===== src/rtl/video_pattern_gen.sv =====
// Raster timing generator with four YCbCr 4:4:4 test patterns.
// Every output is registered, so each output lags its raster position by one clock.
module video_pattern_gen #(
    parameter int H_ACTIVE   = 64,
    parameter int H_FP       = 4,
    parameter int H_SYNC     = 8,
    parameter int H_BP       = 7,
    parameter int V_ACTIVE   = 48,
    parameter int V_FP       = 2,
    parameter int V_SYNC     = 3,
    parameter int V_BP       = 3,
    parameter int LOG2_BAR_W = 3,
    parameter int LOG2_CELL  = 3
) (
    input  logic        clk,
    input  logic        rst,
    input  logic        en,
    input  logic [1:0]  pattern_sel,
    input  logic [23:0] solid_color,
    output logic [23:0] pixel_out,
    output logic        de_out,
    output logic        h_sync_out,
    output logic        v_sync_out,
    output logic        frame_start
);
    localparam int H_TOTAL = H_ACTIVE + H_FP + H_SYNC + H_BP;
    localparam int V_TOTAL = V_ACTIVE + V_FP + V_SYNC + V_BP;
    localparam int HW = $clog2(H_TOTAL);
    localparam int VW = $clog2(V_TOTAL);

    // One extra bit so that bounds equal to the total still fit.
    localparam logic [HW:0]   H_ACT_END  = (HW+1)'(H_ACTIVE);
    localparam logic [HW:0]   H_SYNC_BEG = (HW+1)'(H_ACTIVE + H_FP);
    localparam logic [HW:0]   H_SYNC_END = (HW+1)'(H_ACTIVE + H_FP + H_SYNC);
    localparam logic [VW:0]   V_ACT_END  = (VW+1)'(V_ACTIVE);
    localparam logic [VW:0]   V_SYNC_BEG = (VW+1)'(V_ACTIVE + V_FP);
    localparam logic [VW:0]   V_SYNC_END = (VW+1)'(V_ACTIVE + V_FP + V_SYNC);
    localparam logic [HW-1:0] H_LAST     = HW'(H_TOTAL - 1);
    localparam logic [VW-1:0] V_LAST     = VW'(V_TOTAL - 1);

    if (H_ACTIVE < 1 || H_SYNC < 1 || V_SYNC < 1 || H_FP < 0 || H_BP < 0 ||
        V_FP < 0 || V_BP < 0 || V_ACTIVE < 1) begin : g_param_check
        $error("video_pattern_gen: illegal raster timing parameters");
    end

    logic [HW-1:0] h_cnt;
    logic [VW-1:0] v_cnt;
    logic [1:0]    pattern_q;

    logic          first;
    logic          active;
    logic          hs;
    logic          vs;
    logic [1:0]    cur_pat;
    logic [23:0]   pix;

    always_comb begin
        first   = (h_cnt == '0) && (v_cnt == '0);
        active  = ({1'b0, h_cnt} < H_ACT_END) && ({1'b0, v_cnt} < V_ACT_END);
        hs      = ({1'b0, h_cnt} >= H_SYNC_BEG) && ({1'b0, h_cnt} < H_SYNC_END);
        vs      = ({1'b0, v_cnt} >= V_SYNC_BEG) && ({1'b0, v_cnt} < V_SYNC_END);
        // The frame's first pixel already uses the pattern being latched now.
        cur_pat = first ? pattern_sel : pattern_q;
        pix     = '0;
        case (cur_pat)
            2'd0: pix = {h_cnt[5:0], 2'b00, 16'h8080};
            2'd1: pix = {h_cnt[LOG2_BAR_W+2:LOG2_BAR_W], 5'b00000, 16'h8080};
            2'd2: pix = {(h_cnt[LOG2_CELL] ^ v_cnt[LOG2_CELL]) ? 8'hEB : 8'h10, 16'h8080};
            default: pix = solid_color;
        endcase
        if (!active) begin
            pix = '0;
        end
    end

    always_ff @(posedge clk or posedge rst) begin
        if (rst) begin
            h_cnt       <= '0;
            v_cnt       <= '0;
            pattern_q   <= '0;
            pixel_out   <= '0;
            de_out      <= 1'b0;
            h_sync_out  <= 1'b0;
            v_sync_out  <= 1'b0;
            frame_start <= 1'b0;
        end else if (!en) begin
            h_cnt       <= '0;
            v_cnt       <= '0;
            pixel_out   <= '0;
            de_out      <= 1'b0;
            h_sync_out  <= 1'b0;
            v_sync_out  <= 1'b0;
            frame_start <= 1'b0;
        end else begin
            if (h_cnt == H_LAST) begin
                h_cnt <= '0;
                v_cnt <= (v_cnt == V_LAST) ? '0 : v_cnt + 1'b1;
            end else begin
                h_cnt <= h_cnt + 1'b1;
            end
            if (first) begin
                pattern_q <= pattern_sel;
            end
            pixel_out   <= pix;
            de_out      <= active;
            h_sync_out  <= hs;
            v_sync_out  <= vs;
            frame_start <= active && first;
        end
    end
endmodule


===== config.mk =====
export PLATFORM = sky130hd
export DESIGN_NAME = video_pattern_gen
export DESIGN_NICKNAME = d
export VERILOG_FILES = /design/src/rtl/video_pattern_gen.sv
export SDC_FILE = /design/constraint.sdc
export NUM_CORES = 1
export LEC_CHECK = 0
export BUFFER_PORTS_ARGS = -buffer_cell sky130_fd_sc_hd__buf_4
export CAP_MARGIN = 20
export CORE_MARGIN = 2
export CORE_UTILIZATION = 51
export CTS_CLUSTER_SIZE = 30
export DETAILED_ROUTE_END_ITERATION = 10
export PLACE_DENSITY = 0.79
export SETUP_SLACK_MARGIN = 0.2
export SLEW_MARGIN = 20
export SYNTH_ARGS = -nofsm -noshare
export SYNTH_HDL_FRONTEND = slang
export SYNTH_SLANG_ARGS = --single-unit

===== constraint.sdc =====
create_clock -name clk -period 2.08 [get_ports clk]
set_clock_uncertainty 0.1 [all_clocks]
set_input_delay 0.104 -clock clk [delete_from_list [all_inputs] [get_ports clk]]
set_output_delay 0.104 -clock clk [all_outputs]
set_load 0.005 [all_outputs]

==> key figures, run 1 <==
Clock network
  • Clk sink count: 43
  • Worst-path clk slew: around 80 ps
  • # H-tree levels: 2
  • CTS tree: done
  • Clk buf depth: 2
  • Inserted Clock Buffers: 5
  • Root buffer cell: clkbuf_8
  • Worst-skew pair later-pin latency: around 300 ps

STA
  • Final TNS setup: 0 ps
  • Slew @ Worst Pin: between 500 and 600 ps
  • Final setup viols: 0
  • Endpoints failing hold: 0
  • Fmax: 507.8 MHz
  • Slew Limit Fails: 0
  • Slew Limit Headroom: between 60% and 70%
  • RSZ-0062 raised after global routing: yes
  • Crit share post-route: 94.68%
  • Minimum clock period: 1969 ps

Critical path
  • CP endpoint kind: register
  • Required time of the critical path: between 2000 and 2500 ps
  • Crit path DAT: between 2000 and 2500 ps
  • Critical setup path kind: reg2reg
  • Worst Path Max Fanout: 6
  • Startpoint types: register

Flow run
  • Max-Cap Viols: 0

Power
  • Maximum vdd drop: between 0.3 and 0.4 mV
  • Power Dens Cells: 640.6 nW/um2
  • Static leakage: 1.556 nW

Floorplan
  • Number of cell rows: 22
  • Top Ports: 57
  • Core area: ~3600 um2
  • Die area: 4273 um2
  • DIE HEIGHT: around 65 um
  • Die X-Extent: 65.37 um
  • Initial Utilization: between 50 and 60%

Outcome
  • Outcome: finished clean

Yosys
  • Adder and majority gate portion of the synthesized area: under 10%
  • Top FF cell, synth: dfrtp_1
  • Fraction of registers with async set/reset: 100.0%
  • Mux share of post-synthesis cell area: about 4.4%
  • Mapped Cells: 175
  • Largest family of logic cells by synthesized area: simple AND/OR/NAND/NOR gates
  • Syn. warnings: 0
  • Post-synthesis sequential area ratio: a little under three fifths
  • Synth Area per Inst: about 11 um2
  • Syn nets: 210
  • Synth Cell Area: 1921 um2
  • Synth Area in Compound Gates: 6.450%
  • XOR/XNOR share of the synthesized area: between 5 and 6%
  • Synth Register Bits: between 40 and 50
  • Synth unique cells: 34
  • Number of synthesized flops with an enable pin: 0
  • Post-Synth Simple-Gate Area: approximately 20%

Final layout
  • Commonest non-fill, non-tap cell in the layout: buf_4
  • ANT cells: 0
  • Share of layout cells above drive strength 1: between 40% and 50%
  • P&R area growth vs syn: 57.65%
  • Most frequent cells in the layout: buf_4 (77), dfrtp_1 (43), dlygate4sd3_1 (24)
  • Post-Route Utilization: approximately 83%
  • Final #Nets: 313

Detailed routing
  • DR iter-0 viols: 195
  • Post-route DRC: 0
  • Vias per Instance: around 5.5
  • Drt total wl: ~6.3 mm
  • Vias: 1809
  • Antenna viol nets, final: 0
  • Per-cell routed wire length: around 19 um
  • First-pass detailed-route iteration total: 4

Placed design
  • # port buffers: 56
  • GPL Wtd Cong: approximately 0.79
  • Post-DP HPWL: a little under 3 mm

GRT
  • Pin count of the biggest net entering global routing: 44
  • Vias in the first global route: between 1500 and 2000
  • Global-route wire length before repair: roughly 8.7 mm
  • Initial antenna violation count: 0
  • Congestion Overflow GR: 0
  • Gr usage total: between 20% and 30%

Worst hold path
  • HP Class: in2reg
[sequential cells by signal, indices dropped and copies added, names as in the netlist]
register and flops:
frame_start 1, h_sync_out 1, pixel_out 24, pattern_q 2, v_sync_out 1, h_cnt 7
de_out 1, v_cnt 6
[per-layer routing]
layer	wire, um	GRT usage [%]
met1	2377	32.38
met2	3279	50.64
met3	406	5.137
met4	259	8.854
met5	0	0
[synthesized netlist by cell type (2+ instances only)]
master / instances / area [um2]
dfrtp_1: 43 / 1076
nor2_1: 24 / 90.09
and3_1: 18 / 112.6
inv_1: 11 / 41.29
nand2_1: 9 / 33.78
xnor2_1: 7 / 61.31
ha_1: 6 / 75.07
nand3_1: 6 / 30.03
a21oi_1: 5 / 25.02
clkbuf_1: 5 / 18.77
mux2i_1: 5 / 50.05
o21ai_0: 5 / 25.02
xor2_1: 5 / 43.79
buf_2: 3 / 15.01
nor2b_1: 3 / 18.77
nand4_1: 2 / 12.51
[metrics by stage]
stage	total power, mW	cells	area [um2]	hold slack, ps	setup WS [ps]
after global placement	1.248	283	2457	168.5	118.7
after floorplan	1.093	175	1921	128.2	210.3
final	1.940	326	3028	68.71	110.8
after CTS	1.843	320	2885	4.055	180.7
after global routing	2.022	326	3028	51.83	47.29
after detailed placement	1.257	283	2457	170.7	83.10
[cells by family (layout without fill, tap and decap cells)]
| kind of cell | after synthesis | in the layout |
|---|---|---|
| flops | 43 | 43 |
| xor+xnor | 12 | 12 |
| compound gates | 17 | 17 |
| simple gates | 71 | 71 |
| fa+ha+maj | 6 | 6 |
| buf+inv | 19 | 122 |
| mux | 7 | 7 |
[area by class of cell]
type                       instances  area (um2)
multi-input combinational        113       893.4
clock buffer                       6       82.58
tap                               48       60.06
clock inverter                     1       5.005
fill                             187       605.6
inverter                          11       41.29
sequential                        43        1076
timing repair buffer             104       869.6
[critical path, cell delays in order, from the launching register on]
cell,delay (ps)
dfrtp_1,410
inv_2,120
ha_4,130
and4bb_1,240
nand3_4,150
buf_4,180
nor2_2,120
mux2_2,390
[report_power, final]
| group | switching, mW | leakage (nW) | internal (mW) | total [mW] |
|---|---|---|---|---|
| logic | 0.225 | 0.932 | 0.256 | 0.481 |
| registers | 0.0365 | 0.578 | 0.889 | 0.926 |
| clock network | 0.272 | 0.0470 | 0.260 | 0.533 |
| total | 0.534 | 1.56 | 1.41 | 1.94 |
[timing repair]
item	in CTS	in global routing
hold buffers	23	1
resized for setup	12	20
buffers inserted	7	5
pin swaps	5	9
hold endpoints to repair	65	1
endpoints found under the setup margin	27	28
[path summary, 6_finish.rpt]
kind,start,endpoint,slack [ps],cells after the start
max,h_cnt[0],pattern_q[0],110,7
min,pattern_sel[0],pattern_q[0],70,2
max reg2reg,h_cnt[0],pattern_q[0],110,7
min reg2reg,h_cnt[2],pixel_out[20],510,1
max in group asynchronous,rst,h_cnt[6],1120,4
min in group asynchronous,rst,pixel_out[13],390,4
No activity file was read; power rests on OpenSTA's default activity.
==> run 2: changes to the inputs <==
BUFFER_PORTS_ARGS = -buffer_cell sky130_fd_sc_hd__buf_2   (was -buffer_cell sky130_fd_sc_hd__buf_4)
PLACE_DENSITY = 0.89   (was 0.79)
==> key figures, run 2 (same netlist as run 1, synthesis figures left out) <==
Power
  • Clk network pwr share: 33.0% (+5.5 points)
  • Static leakage: 1.532 nW (-1.6%)
  • Pint: 1.504 mW (+7.0%)
  • Combinational share of power: 22.0% (-2.8 points)
  • Maximum vdd drop: 0.4522 mV (+14%)
  • P_sw: 555.5 uW (+4.1%)
  • Sw Share: 26.97% (-0.54 points)
  • Power Dens Cells: 702.6 nW/um2 (+9.7%)
  • Pwr Total: 2.060 mW (+6.2%)
  • Reg power frac: 45.0% (-2.7 points)

Final layout
  • ANT cells: 0 (unchanged)
  • Layout fillers: 185 (-1.1%)
  • Largest Register: pixel_out
  • Most frequent cells in the layout: buf_2 (56), dfrtp_1 (43), buf_4 (26)
  • Largest register FFs: 24 (unchanged)
  • Final #Nets: 316 (+0.96%)
  • Final instance area: 2932 um2 (-3.2%)
  • P&R area growth vs syn: 52.64%
  • Share of layout cells above drive strength 1: 43.26% (+1.5 points)
  • Largest regs: pixel_out: 24 flops, h_cnt: 7 flops, v_cnt: 6 flops
  • Commonest non-fill, non-tap cell in the layout: buf_2
  • FF+latch area: 1076 um2 (unchanged)
  • Multi-input logic area: 904.6 um2 (+1.3%)

Worst hold path
  • HP Class: in2reg

STA
  • WHS: 67.30 ps (-1.410 ps)
  • Slew @ Worst Pin: 546.0 ps (+26.65 ps)
  • Slew Limit Fails: 0 (unchanged)
  • Crit share post-route: 99.51% (+4.8 points)
  • Endpoints failing hold: 0 (unchanged)
  • RSZ-0062 raised after global routing: yes
  • Final setup viols: 0 (unchanged)
  • Slew Limit Headroom: 63.60% (-1.8 points)
  • Minimum clock period: 2070 ps (+100.5 ps)
  • Fmax: 483.2 MHz (-4.9%)

Detailed routing
  • First-pass detailed-route iteration total: 5 (+1)
  • Vias: 1846 (+2.0%)
  • Per-cell routed wire length: 19.08 um (-1.6%)
  • Antenna viol nets, final: 0 (unchanged)
  • Drt total wl: 6.297 mm (-0.38%)
  • Post-route DRC: 0 (unchanged)
  • DR iter-0 viols: 186 (-4.6%)
  • Vias per Instance: 5.594 (+0.81%)

Clock network
  • Inserted Clock Buffers: 5 (unchanged)
  • Worst-path clk slew: 80 ps (about the same)
  • Clk sink count: 43 (unchanged)
  • Root buffer cell: clkbuf_8
  • Clk buf depth: 2 (unchanged)
  • Worst-skew pair later-pin latency: 300 ps (about the same)
  • # H-tree levels: 2 (unchanged)
  • CTS tree: done

GRT
  • Congestion Overflow GR: 0 (unchanged)
  • Pin count of the biggest net entering global routing: 44 (unchanged)
  • Initial antenna violation count: 0 (unchanged)
  • Gr usage total: 30.13% (+2.6 points)
  • Global-route wire length before repair: 9.349 mm (+6.9%)
  • Vias in the first global route: 1883 (+4.9%)

Floorplan
  • Initial Utilization: 52.86% (unchanged)
  • Number of cell rows: 22 (unchanged)
  • Top Ports: 57 (unchanged)
  • DIE HEIGHT: 65.37 um (unchanged)
  • Die X-Extent: 65.37 um (unchanged)
  • Core area: 3633 um2 (unchanged)
  • Die area: 4273 um2 (unchanged)

Critical path
  • Worst path bufs/invs: 1 (-1)
  • Crit path DAT: 2130 ps (+80 ps)
  • Slowest-stage cell, CP: dfrtp_1
  • Critical setup path kind: reg2reg
  • Largest stage delay, worst path: 430 ps (+20 ps)
  • CP endpoint kind: register
  • Worst Path Max Fanout: 7 (+1)
  • Worst path cell trace: inv_2 -> ha_4 -> and4bb_1 -> nand3_4 -> mux2i_4 -> mux2i_1 -> o32ai_2
  • Delay-heaviest family, CP: multiplexers
  • Startpoint types: register
  • Required time of the critical path: 2140 ps (-20 ps)

Placed design
  • # port buffers: 56 (unchanged)
  • Placed inst area: 2317 um2 (-5.7%)
  • GPL Wtd Cong: 0.8528 (+8.3%)
  • Post-DP HPWL: 3.005 mm (+2.0%)

Outcome
  • Outcome: finished clean

Flow run
  • Max-Cap Viols: 0 (unchanged)
-- run 2: changes by cell type in the layout (fill, tap and decap cells not counted), sizes merged --
| cell | previous run | this run |
|---|---|---|
| buf | 80 | 84 |
| bufinv | 0 | 1 |
| dlygate4sd3 | 24 | 23 |
-- run 2: final timing paths --
path                                start             to  slack (ps)  cells after the start
max in group asynchronous             rst       v_cnt[4]        1120                      4
min in group asynchronous             rst  pixel_out[14]         380                      4
setup / recovery                 h_cnt[1]  pixel_out[21]          10                      7
hold / removal             pattern_sel[0]   pattern_q[0]          70                      2
hold reg to reg                  h_cnt[0]       h_cnt[0]         500                      2
setup reg to reg                 h_cnt[1]  pixel_out[21]          10                      7
-- run 2: timing repair --
item                                    4_1_cts  5_1_grt
endpoints found under the setup margin       28       31
resized for setup                            12       26
pin swaps                                     2        6
hold endpoints to repair                     65        0
buffers inserted                              7        9
hold buffers                                 23        0
gates cloned                                  0        0
-- run 2: final cells by class --
class / count / area share (%)
Clock inverter: 2 / 1.195
Sequential cell: 43 / 36.71
Inverter: 11 / 1.408
Timing Repair Buffer: 107 / 24.97
Clock buffer: 6 / 2.817
Multi-Input combinational cell: 113 / 30.86
Tap cell: 48 / 2.049
-- run 2: per-layer routing --
layer | wire, um | track usage (%) | vias to the layer above
li1 | - | - | 801
met5 | 0 | 0 | -
met4 | 332 | 14.84 | 0
met1 | 2185 | 32.61 | 902
met2 | 3404 | 54.59 | 109
met3 | 375 | 7.363 | 34
-- run 2: power groups by stage --
stage          sequential (mW)  clock, mW  combinational, mW
2_1_floorplan            0.936          0              0.158
3_3_place_gp             0.931          0              0.277
6_report                 0.927      0.680              0.453
5_1_grt                  0.930      0.722              0.485
4_1_cts                  0.917      0.681              0.363
3_5_place_dp             0.933          0              0.289
-- run 2: through the flow --
stage                     worst slack [ps]  util, %  TNS, ps  std cells
final                                10.25    80.68        0        330
after floorplan                      210.3        -        0        175
after global placement               134.4    63.77        0        283
after CTS                            152.9    75.96        0        321
after detailed placement             105.4    63.77        0        283
after global routing                -27.00    80.68   -57.85        330
